==> src/rtl/uart_tx_key_arbiter_pkg.sv <==
// Shared types and constants for the UART key arbiter.
package uart_tx_key_arbiter_pkg;

   localparam int unsigned REQ_COUNT = 4;
   localparam int unsigned PTR_WIDTH = 2;

   // ASCII byte sent for each key
   localparam logic [7:0] KEY_A_BYTE = 8'h61;
   localparam logic [7:0] KEY_S_BYTE = 8'h73;
   localparam logic [7:0] KEY_D_BYTE = 8'h64;
   localparam logic [7:0] KEY_W_BYTE = 8'h77;

   typedef enum logic [1:0] {
      ST_IDLE      = 2'd0,
      ST_START     = 2'd1,
      ST_WAIT_ACK  = 2'd2,
      ST_WAIT_DONE = 2'd3
   } arb_state_e;

   // Arbiter result: whether anything won, which line, and its index
   typedef struct packed {
      logic                 valid;
      logic [REQ_COUNT-1:0] onehot;
      logic [PTR_WIDTH-1:0] idx;
   } rr_grant_t;

   // Map a requester index (a,s,d,w order) to its ASCII byte
   function automatic logic [7:0] key_byte(input logic [PTR_WIDTH-1:0] idx);
      logic [7:0] b;
      case (idx)
         2'd0:    b = KEY_A_BYTE;
         2'd1:    b = KEY_S_BYTE;
         2'd2:    b = KEY_D_BYTE;
         default: b = KEY_W_BYTE;
      endcase
      return b;
   endfunction

endpackage

==> src/rtl/uart_tx_key_arbiter_rr_arbiter4.sv <==
// Four-way combinational round-robin picker: first pending line at or after
// the pointer, scanning a,s,d,w and wrapping from w back to a.
module rr_arbiter4
   import uart_tx_key_arbiter_pkg::*;
(
   input  logic [REQ_COUNT-1:0] pending_i,
   input  logic [PTR_WIDTH-1:0] ptr_i,
   output rr_grant_t            grant_o
);

   logic [PTR_WIDTH-1:0] scan_idx;

   // Scan from the pointer; the first hit wins
   always_comb begin
      grant_o  = '0;
      scan_idx = '0;
      for (int k = 0; k < REQ_COUNT; k++) begin
         scan_idx = ptr_i + PTR_WIDTH'(k);
         if (!grant_o.valid && pending_i[scan_idx]) begin
            grant_o.valid  = 1'b1;
            grant_o.onehot = REQ_COUNT'(1) << scan_idx;
            grant_o.idx    = scan_idx;
         end
      end
   end

endmodule

==> src/rtl/uart_tx_key_arbiter.sv <==
// Shares one UART transmitter among keys a,s,d,w: latches press edges as
// pending requests, grants round-robin, pulses start with the key's byte and
// waits for the frame to finish (or for the ack timeout) before re-arbitrating.
// Optional feature: define UART_ARB_REPEAT_EN to auto-repeat held keys every
// REPEAT_CLOCKS cycles.
module uart_tx_key_arbiter
   import uart_tx_key_arbiter_pkg::*;
#(
   parameter int unsigned DATA_WIDTH    = 8,
   parameter int unsigned NUM_REQ       = 4,
   parameter int unsigned ACK_TIMEOUT   = 1023,
   parameter int unsigned TIMEOUT_WIDTH = 10,
   parameter int unsigned REPEAT_CLOCKS = 5000000,
   parameter int unsigned REPEAT_WIDTH  = 23
)(
   input  logic                  i_clock,
   input  logic                  i_reset,
   input  logic                  i_key_a,
   input  logic                  i_key_s,
   input  logic                  i_key_d,
   input  logic                  i_key_w,
   input  logic                  i_tx_busy,
   output logic                  o_tx_start,
   output logic [DATA_WIDTH-1:0] o_tx_data,
   output logic [NUM_REQ-1:0]    o_pending,
   output logic [NUM_REQ-1:0]    o_grant
);

   arb_state_e                state_q,  state_d;
   logic [NUM_REQ-1:0]        key_q;
   logic [NUM_REQ-1:0]        pend_q,   pend_d;
   logic [PTR_WIDTH-1:0]      ptr_q,    ptr_d;
   logic                      start_q,  start_d;
   logic [DATA_WIDTH-1:0]     data_q,   data_d;
   logic [NUM_REQ-1:0]        grant_q,  grant_d;
   logic [TIMEOUT_WIDTH-1:0]  tmo_q,    tmo_d;

   logic [NUM_REQ-1:0]        key_vec_c;
   logic [NUM_REQ-1:0]        rise_c;
   logic [NUM_REQ-1:0]        rpt_set_c;
   logic [NUM_REQ-1:0]        clr_c;
   rr_grant_t                 arb_c;

   assign key_vec_c = {i_key_w, i_key_d, i_key_s, i_key_a};
   assign rise_c    = key_vec_c & ~key_q;

   rr_arbiter4 u_rr (
      .pending_i (pend_q),
      .ptr_i     (ptr_q),
      .grant_o   (arb_c)
   );

`ifdef UART_ARB_REPEAT_EN
   logic [REPEAT_WIDTH-1:0] rpt_q [NUM_REQ];
   logic [REPEAT_WIDTH-1:0] rpt_d [NUM_REQ];

   // Per-key hold counter: zero on press or release, re-request on wrap
   always_comb begin
      rpt_set_c = '0;
      for (int i = 0; i < NUM_REQ; i++) begin
         rpt_d[i] = '0;
         if (key_vec_c[i] && key_q[i]) begin
            if (rpt_q[i] == REPEAT_WIDTH'(REPEAT_CLOCKS - 1)) begin
               rpt_set_c[i] = 1'b1;
            end else begin
               rpt_d[i] = rpt_q[i] + REPEAT_WIDTH'(1);
            end
         end
      end
   end

   // Hold counter registers
   always_ff @(posedge i_clock) begin
      for (int i = 0; i < NUM_REQ; i++) begin
         if (i_reset) begin
            rpt_q[i] <= '0;
         end else begin
            rpt_q[i] <= rpt_d[i];
         end
      end
   end
`else
   logic unused_repeat_cfg;
   assign rpt_set_c         = '0;
   assign unused_repeat_cfg = ^{REPEAT_CLOCKS, REPEAT_WIDTH};
`endif

   // Next-state, grant and pending update; a new press beats a same-cycle clear
   always_comb begin
      state_d = state_q;
      start_d = 1'b0;
      data_d  = data_q;
      grant_d = grant_q;
      ptr_d   = ptr_q;
      tmo_d   = tmo_q;
      clr_c   = '0;

      case (state_q)
         ST_IDLE: begin
            grant_d = '0;
            if (arb_c.valid && !i_tx_busy) begin
               state_d = ST_START;
               start_d = 1'b1;
               data_d  = DATA_WIDTH'(key_byte(arb_c.idx));
               grant_d = arb_c.onehot;
               clr_c   = arb_c.onehot;
               ptr_d   = arb_c.idx + PTR_WIDTH'(1);
            end
         end
         ST_START: begin
            state_d = ST_WAIT_ACK;
            tmo_d   = '0;
         end
         ST_WAIT_ACK: begin
            if (i_tx_busy) begin
               state_d = ST_WAIT_DONE;
            end else if (tmo_q == TIMEOUT_WIDTH'(ACK_TIMEOUT - 1)) begin
               state_d = ST_IDLE;
               grant_d = '0;
            end else begin
               tmo_d = tmo_q + TIMEOUT_WIDTH'(1);
            end
         end
         ST_WAIT_DONE: begin
            if (!i_tx_busy) begin
               state_d = ST_IDLE;
               grant_d = '0;
            end
         end
         default: begin
            state_d = ST_IDLE;
            grant_d = '0;
         end
      endcase

      pend_d = (pend_q & ~clr_c) | rise_c | rpt_set_c;
   end

   // State, request and output registers
   always_ff @(posedge i_clock) begin
      if (i_reset) begin
         state_q <= ST_IDLE;
         key_q   <= '0;
         pend_q  <= '0;
         ptr_q   <= '0;
         start_q <= 1'b0;
         data_q  <= '0;
         grant_q <= '0;
         tmo_q   <= '0;
      end else begin
         state_q <= state_d;
         key_q   <= key_vec_c;
         pend_q  <= pend_d;
         ptr_q   <= ptr_d;
         start_q <= start_d;
         data_q  <= data_d;
         grant_q <= grant_d;
         tmo_q   <= tmo_d;
      end
   end

   assign o_tx_start = start_q;
   assign o_tx_data  = data_q;
   assign o_pending  = pend_q;
   assign o_grant    = grant_q;

endmodule

==> config.mk <==
export PLATFORM = sky130hd
export DESIGN_NAME = uart_tx_key_arbiter
export DESIGN_NICKNAME = d
export VERILOG_FILES = /design/src/rtl/uart_tx_key_arbiter_pkg.sv /design/src/rtl/uart_tx_key_arbiter_rr_arbiter4.sv /design/src/rtl/uart_tx_key_arbiter.sv
export SDC_FILE = /design/constraint.sdc
export NUM_CORES = 1
export LEC_CHECK = 0
export CAP_MARGIN = 25
export CORE_MARGIN = 3
export CORE_UTILIZATION = 25
export DETAILED_ROUTE_END_ITERATION = 10
export REMOVE_ABC_BUFFERS = 1
export SLEW_MARGIN = 20
export SYNTH_ARGS = -nofsm -noshare
export SYNTH_HDL_FRONTEND = slang
export SYNTH_SLANG_ARGS = --single-unit
==> constraint.sdc <==
create_clock -name i_clock -period 7.7 [get_ports i_clock]
set_input_delay 0.77 -clock i_clock [delete_from_list [all_inputs] [get_ports i_clock]]
set_output_delay 0.77 -clock i_clock [all_outputs]
set_load 0.03 [all_outputs]
==> flow_metrics.tcl, run 1 <==
set metrics [dict create \
    status "completed" \
    worstMarginPinSlew_ns 0.745 \
    route.detailed.drc 0 \
    dpl.hpwl_um 3330 \
    syn_area_um2 2040 \
    drv_cap 0 \
    power.density_nw_per_um2 413 \
    die_h_um 96.4 \
    seq_area_frac_synth_pct 30.4 \
    yosys_most_used_dff "dfxtp_1" \
    port_buffers 21 \
    detail_route.vias_per_cell 4.97 \
    fmax_ghz 0.333 \
    arrival_ns 3.13 \
    end_kind "register" \
    fin_worst_skew_ns 0.0100 \
    synth.avg_cell_area_um2 8.48 \
    first_global_vias 1703 \
    grt_max_degree 28 \
    p_sw_share_pct 48.6 \
    combPwrFrac_pct 59.2 \
    path_clk_slew_ns 0.07 \
    critPathMaxFanout 17 \
    p_switching_uw 478 \
    clk_path_buf_depth 2 \
    antenna_cells 0 \
    place_congestion 0.821 \
    nFillCells 856 \
    numCtsBuffers 5 \
    wl_per_cell_um 13.0 \
    tns_ns 0 \
    synth_top_area_cell "dfxtp_1" \
    finalHoldViolCount 0 \
    regArea_um2 621 \
    final.period_utilization_pct 39.0 \
    placedCellCount 350 \
    required_ns 7.83 \
    total_power_uw 983 \
    p_int_uw 505 \
    io_pins 24 \
    grt_overflow_total 0 \
    hold_buffers 0 \
    rsz0062_at_grt "false" \
    area_growth_pct 16.5 \
    drt_iter0_markers 123 \
    dieArea_um2 9300 \
    die_w_um 96.4 \
    htreeDepth 2 \
    fp-row-count 32 \
    clkPwrFrac_pct 12.9 \
    startpoint_type "register" \
    num_vias 1778 \
    setup_violations 0 \
    fin_cells 358 \
    finalCriticalPeriod_ns 3.00 \
    wirelength_um 4650 \
    final_common_cell "dfxtp_1" \
    cts_sinks 31 \
    synthCells 241 \
    max-vdd-ir-drop_uv 141 \
    postCtsResizedCells 0 \
    synth_edf_count 0 \
    final_cell_mix "dfxtp_1, nor2_1, clkdlybuf4s50_1" \
    cts_setup_buffers 0 \
    cts_root_buf "clkbuf_8" \
    power_leakage_uw 0.000876 \
    crit_type "register to register" \
    nNetsFinal 280 \
    netlist.area_leader.share_pct 30.4 \
    multi_input_area_um2 1300 \
    start_util_pct 26.1 \
    ys_async_sr_fraction_pct 0 \
    hold_path_class "register to register" \
    final_max_slew_viol_count 0 \
    grtUsageTotal_pct 10.8 \
    first_pass_iters 4 \
    cts_tree "built" \
    synth_seq_cells 31 \
    synth.area.top_cells "dfxtp_1, ha_1, nor2_1" \
    yosysWarnings 0 \
    antenna_found_initial 0 \
    grt_pass1_wl_um 8060 \
    detail-route-antenna-nets 0 \
    synth.distinct_cells 54 \
    clkLatencyLatePin_ns 0.28 \
    drive_above_1_share_pct 8.20 \
    core-area_um2 7850 \
    max_slew_margin_pct 50.1 \
    seq_power_share_pct 27.9 \
]
## power groups by stage
| stage | clock network (µW) | registers [µW] | logic, µW |
|---|---|---|---|
| after floorplan | 0 | 314 | 369 |
| after global placement | 0 | 275 | 577 |
| after detailed placement | 0 | 275 | 583 |
| after CTS | 133 | 273 | 585 |
| after global routing | 138 | 282 | 658 |
| final | 127 | 274 | 582 |
## routing by layer
metal	vias to the layer above	share of wire [%]	GRT usage, %
met3	5	5.0	2.48
met2	38	48	18.5
met5	-	0	0
li1	892	-	-
met1	843	46	13.5
met4	0	1.4	3.50
## cell usage after synthesis, types with 6 or more instances
cell	count
ha_1	18
inv_1	8
dfxtp_1	31
nor2b_1	12
o21ai_0	9
nor2_1	30
a31oi_1	6
a211oi_1	7
nand2_1	15
nor3_1	6
a21oi_1	8
## path summary, 6_finish.rpt
check                                  start      endpoint  slack (ns)  cells past startpoint
worst max-delay path                ptr_q[0]  o_tx_data[2]        4.70                     10
worst min-delay path            o_tx_data[5]  o_tx_data[5]        0.50                      2
worst max register to register      ptr_q[0]  o_tx_data[2]        4.70                     10
worst min register to register  o_tx_data[5]  o_tx_data[5]        0.50                      2
## registers in the layout, summed over array words and instances (netlist names)
name        cells
key_q           4
ptr_q           2
o_pending       4
tmo_q          10
o_grant         4
o_tx_data       4
o_tx_start      1
state_q         2
## cells by family (layout without fill, tap and decap cells)
logic type	count (synthesis)	count (layout)	synth area share, %
simple gates	91	91	22.4
compound gates	60	60	21.3
flops	31	31	30.4
buf+inv	24	38	6.36
fa+ha+maj	18	18	11.0
xor+xnor	8	8	3.43
mux	8	8	4.96
other cells	1	2	0.183
## worst max-delay path: stages, from the launching register on
cell      delay, ns
dfxtp_1        0.71
inv_1          0.30
ha_1           0.67
mux2i_1        0.29
nor2_1         0.09
nand2_1        0.08
o221ai_1       0.13
and2_1         0.22
ha_1           0.19
nor2_1         0.08
a211oi_1       0.07
## layout make-up
class	count	area share (%)
multi-input combinational	187	54.5
sequential	31	26.1
timing repair buffer	22	9.14
tap	102	5.36
clock buffer	5	2.89
inverter	8	1.26
clock inverter	3	0.840
## stage by stage
stage          instance area (µm²)  hold WS, ns  worst slack [ns]  utilization [%]
2_1_floorplan                 1950        0.479              5.13                -
3_3_place_gp                  2290        0.481              4.83             29.2
3_5_place_dp                  2290        0.483              4.75             29.2
4_1_cts                       2380        0.501              4.73             30.4
5_1_grt                       2380        0.517              4.40             30.4
6_report                      2380        0.498              4.70             30.4
Power figures use the tool's default switching activity.
==> run 2: changes to the inputs <==
==> constraint.sdc (replaced) <==
create_clock -name i_clock -period 3 [get_ports i_clock]
set_input_delay 0.3 -clock i_clock [delete_from_list [all_inputs] [get_ports i_clock]]
set_output_delay 0.3 -clock i_clock [all_outputs]
set_load 0.03 [all_outputs]
==> flow_metrics.tcl, run 2 (synthesized netlist as in run 1, its figures left out) <==
set metrics [dict create \
    grt_overflow_total 0 \
    worstMarginPinSlew_ns 0.611 \
    max_slew_margin_pct 58.9 \
    fin_worst_skew_ns 0.00423 \
    final_max_slew_viol_count 0 \
    largest_reg_flops 10 \
    numCtsBuffers 5 \
    power.density_nw_per_um2 1070 \
    hold_buffers 0 \
    finalCriticalPeriod_ns 2.62 \
    arrival_ns 2.78 \
    r2r_cells 10 \
    r2r_end "o_tx_data[2]" \
    required_ns 3.16 \
    dpl_cell_area_um2 2320 \
    worst_slack_ns 0.382 \
    final.period_utilization_pct 87.3 \
    start_util_pct 26.1 \
    cts_root_buf "clkbuf_8" \
    drt_iter0_markers 112 \
    first_global_vias 1722 \
    detail-route-antenna-nets 0 \
    hold_end "o_tx_data[5]" \
    htreeDepth 2 \
    tns_ns 0 \
    startpoint_type "register" \
    critPathMaxFanout 17 \
    fmax_ghz 0.382 \
    final_area_um2 2400 \
    placedCellCount 353 \
    cts_setup_buffers 0 \
    io_pins 24 \
    hold_path_class "register to register" \
    rsz0062_at_grt "false" \
    dpl.hpwl_um 3380 \
    fp-row-count 32 \
    grt-busiest-layer "met2" \
    dp_slack_ns 0.397 \
    drive_above_1_share_pct 8.91 \
    gr-usage-met3_pct 2.94 \
    num_vias 1758 \
    grt_pass1_wl_um 8150 \
    fin_cells 360 \
    grt.met2_usage_pct 17.6 \
    reg2reg_slack_ns 0.38 \
    gr-usage-met1_pct 13.7 \
    holdPathStages 2 \
    core-area_um2 7850 \
    path_clk_slew_ns 0.06 \
    die_h_um 96.4 \
    finalHoldViolCount 0 \
    antenna_cells 0 \
    r2r-start "ptr_q[1]" \
    end_kind "register" \
    first_pass_iters 4 \
    antenna_found_initial 0 \
    setup_violations 0 \
    final_common_cell "dfxtp_1" \
    die_w_um 96.4 \
    place_congestion 0.883 \
    drv_cap 0 \
    detail_route.vias_per_cell 4.88 \
    regMostFlops "tmo_q" \
    area_growth_pct 17.6 \
    route.detailed.drc 0 \
    clkLatencyLatePin_ns 0.28 \
    grtUsageTotal_pct 11.0 \
    cts_tree "built" \
    cts_sinks 31 \
    power_leakage_uw 0.000898 \
    nFillCells 860 \
    dieArea_um2 9300 \
    postCtsResizedCells 0 \
    wl_per_cell_um 13.1 \
    grt_max_degree 27 \
    final_cell_mix "dfxtp_1, nor2_1, clkdlybuf4s50_1" \
    crit_type "register to register" \
    status "completed" \
    wirelength_um 4700 \
    nNetsFinal 283 \
    min_from "o_tx_data[5]" \
    max-vdd-ir-drop_uv 371 \
    clk_path_buf_depth 2 \
    port_buffers 21 \
]
-- run 2: area by class of cell --
type,count,area [µm²],share of cell area (%)
clock inverter,1,5.00,0.208
timing repair buffer,25,240,9.99
sequential,31,621,25.8
inverter,8,30.0,1.25
clock buffer,6,82.6,3.44
tap,102,128,5.31
multi-input combinational,187,1300,54.0
-- run 2: how the worst max path moves through the flow --
stage                     slack [ns]            to      from
after floorplan                 0.43  o_pending[2]  ptr_q[0]
after global placement          0.49      ptr_q[1]  ptr_q[1]
after detailed placement        0.40  o_tx_data[2]  ptr_q[1]
after CTS                       0.40  o_tx_data[2]  ptr_q[1]
after global routing            0.17      ptr_q[1]  ptr_q[1]
final                           0.38  o_tx_data[2]  ptr_q[1]
-- run 2: metrics by stage --
step                      power [µW]  hold WS (ns)  util [%]
after CTS                       2590         0.506      30.6
after floorplan                 1750         0.372         -
after global placement          2220         0.489      29.5
after global routing            2800         0.533      30.6
final                           2560         0.499      30.6
after detailed placement        2240         0.491      29.5
-- run 2: where the power goes --
| group | total, µW | internal (µW) | leakage [µW] | switching, µW |
|---|---|---|---|---|
| combinational | 1550 | 655 | 0.000596 | 898 |
| clock | 334 | 180 | 0.0000470 | 154 |
| sequential | 674 | 510 | 0.000254 | 164 |
-- run 2: routing by layer --
metal / vias to the layer above / wire length, µm
met4: 0 / 66
li1: 897 / -
met3: 6 / 259
met5: - / 0
met1: 819 / 2150
met2: 36 / 2220
-- run 2: critical path, stage by stage, from the launching register on --
cell and delay, ns:
dfxtp_1 0.53, inv_1 0.15, ha_1 0.63, mux2i_1 0.28
nor2_1 0.10, nand2_1 0.08, o221ai_1 0.14, and2_1 0.23
ha_1 0.20, nor2_1 0.08, a211oi_1 0.07
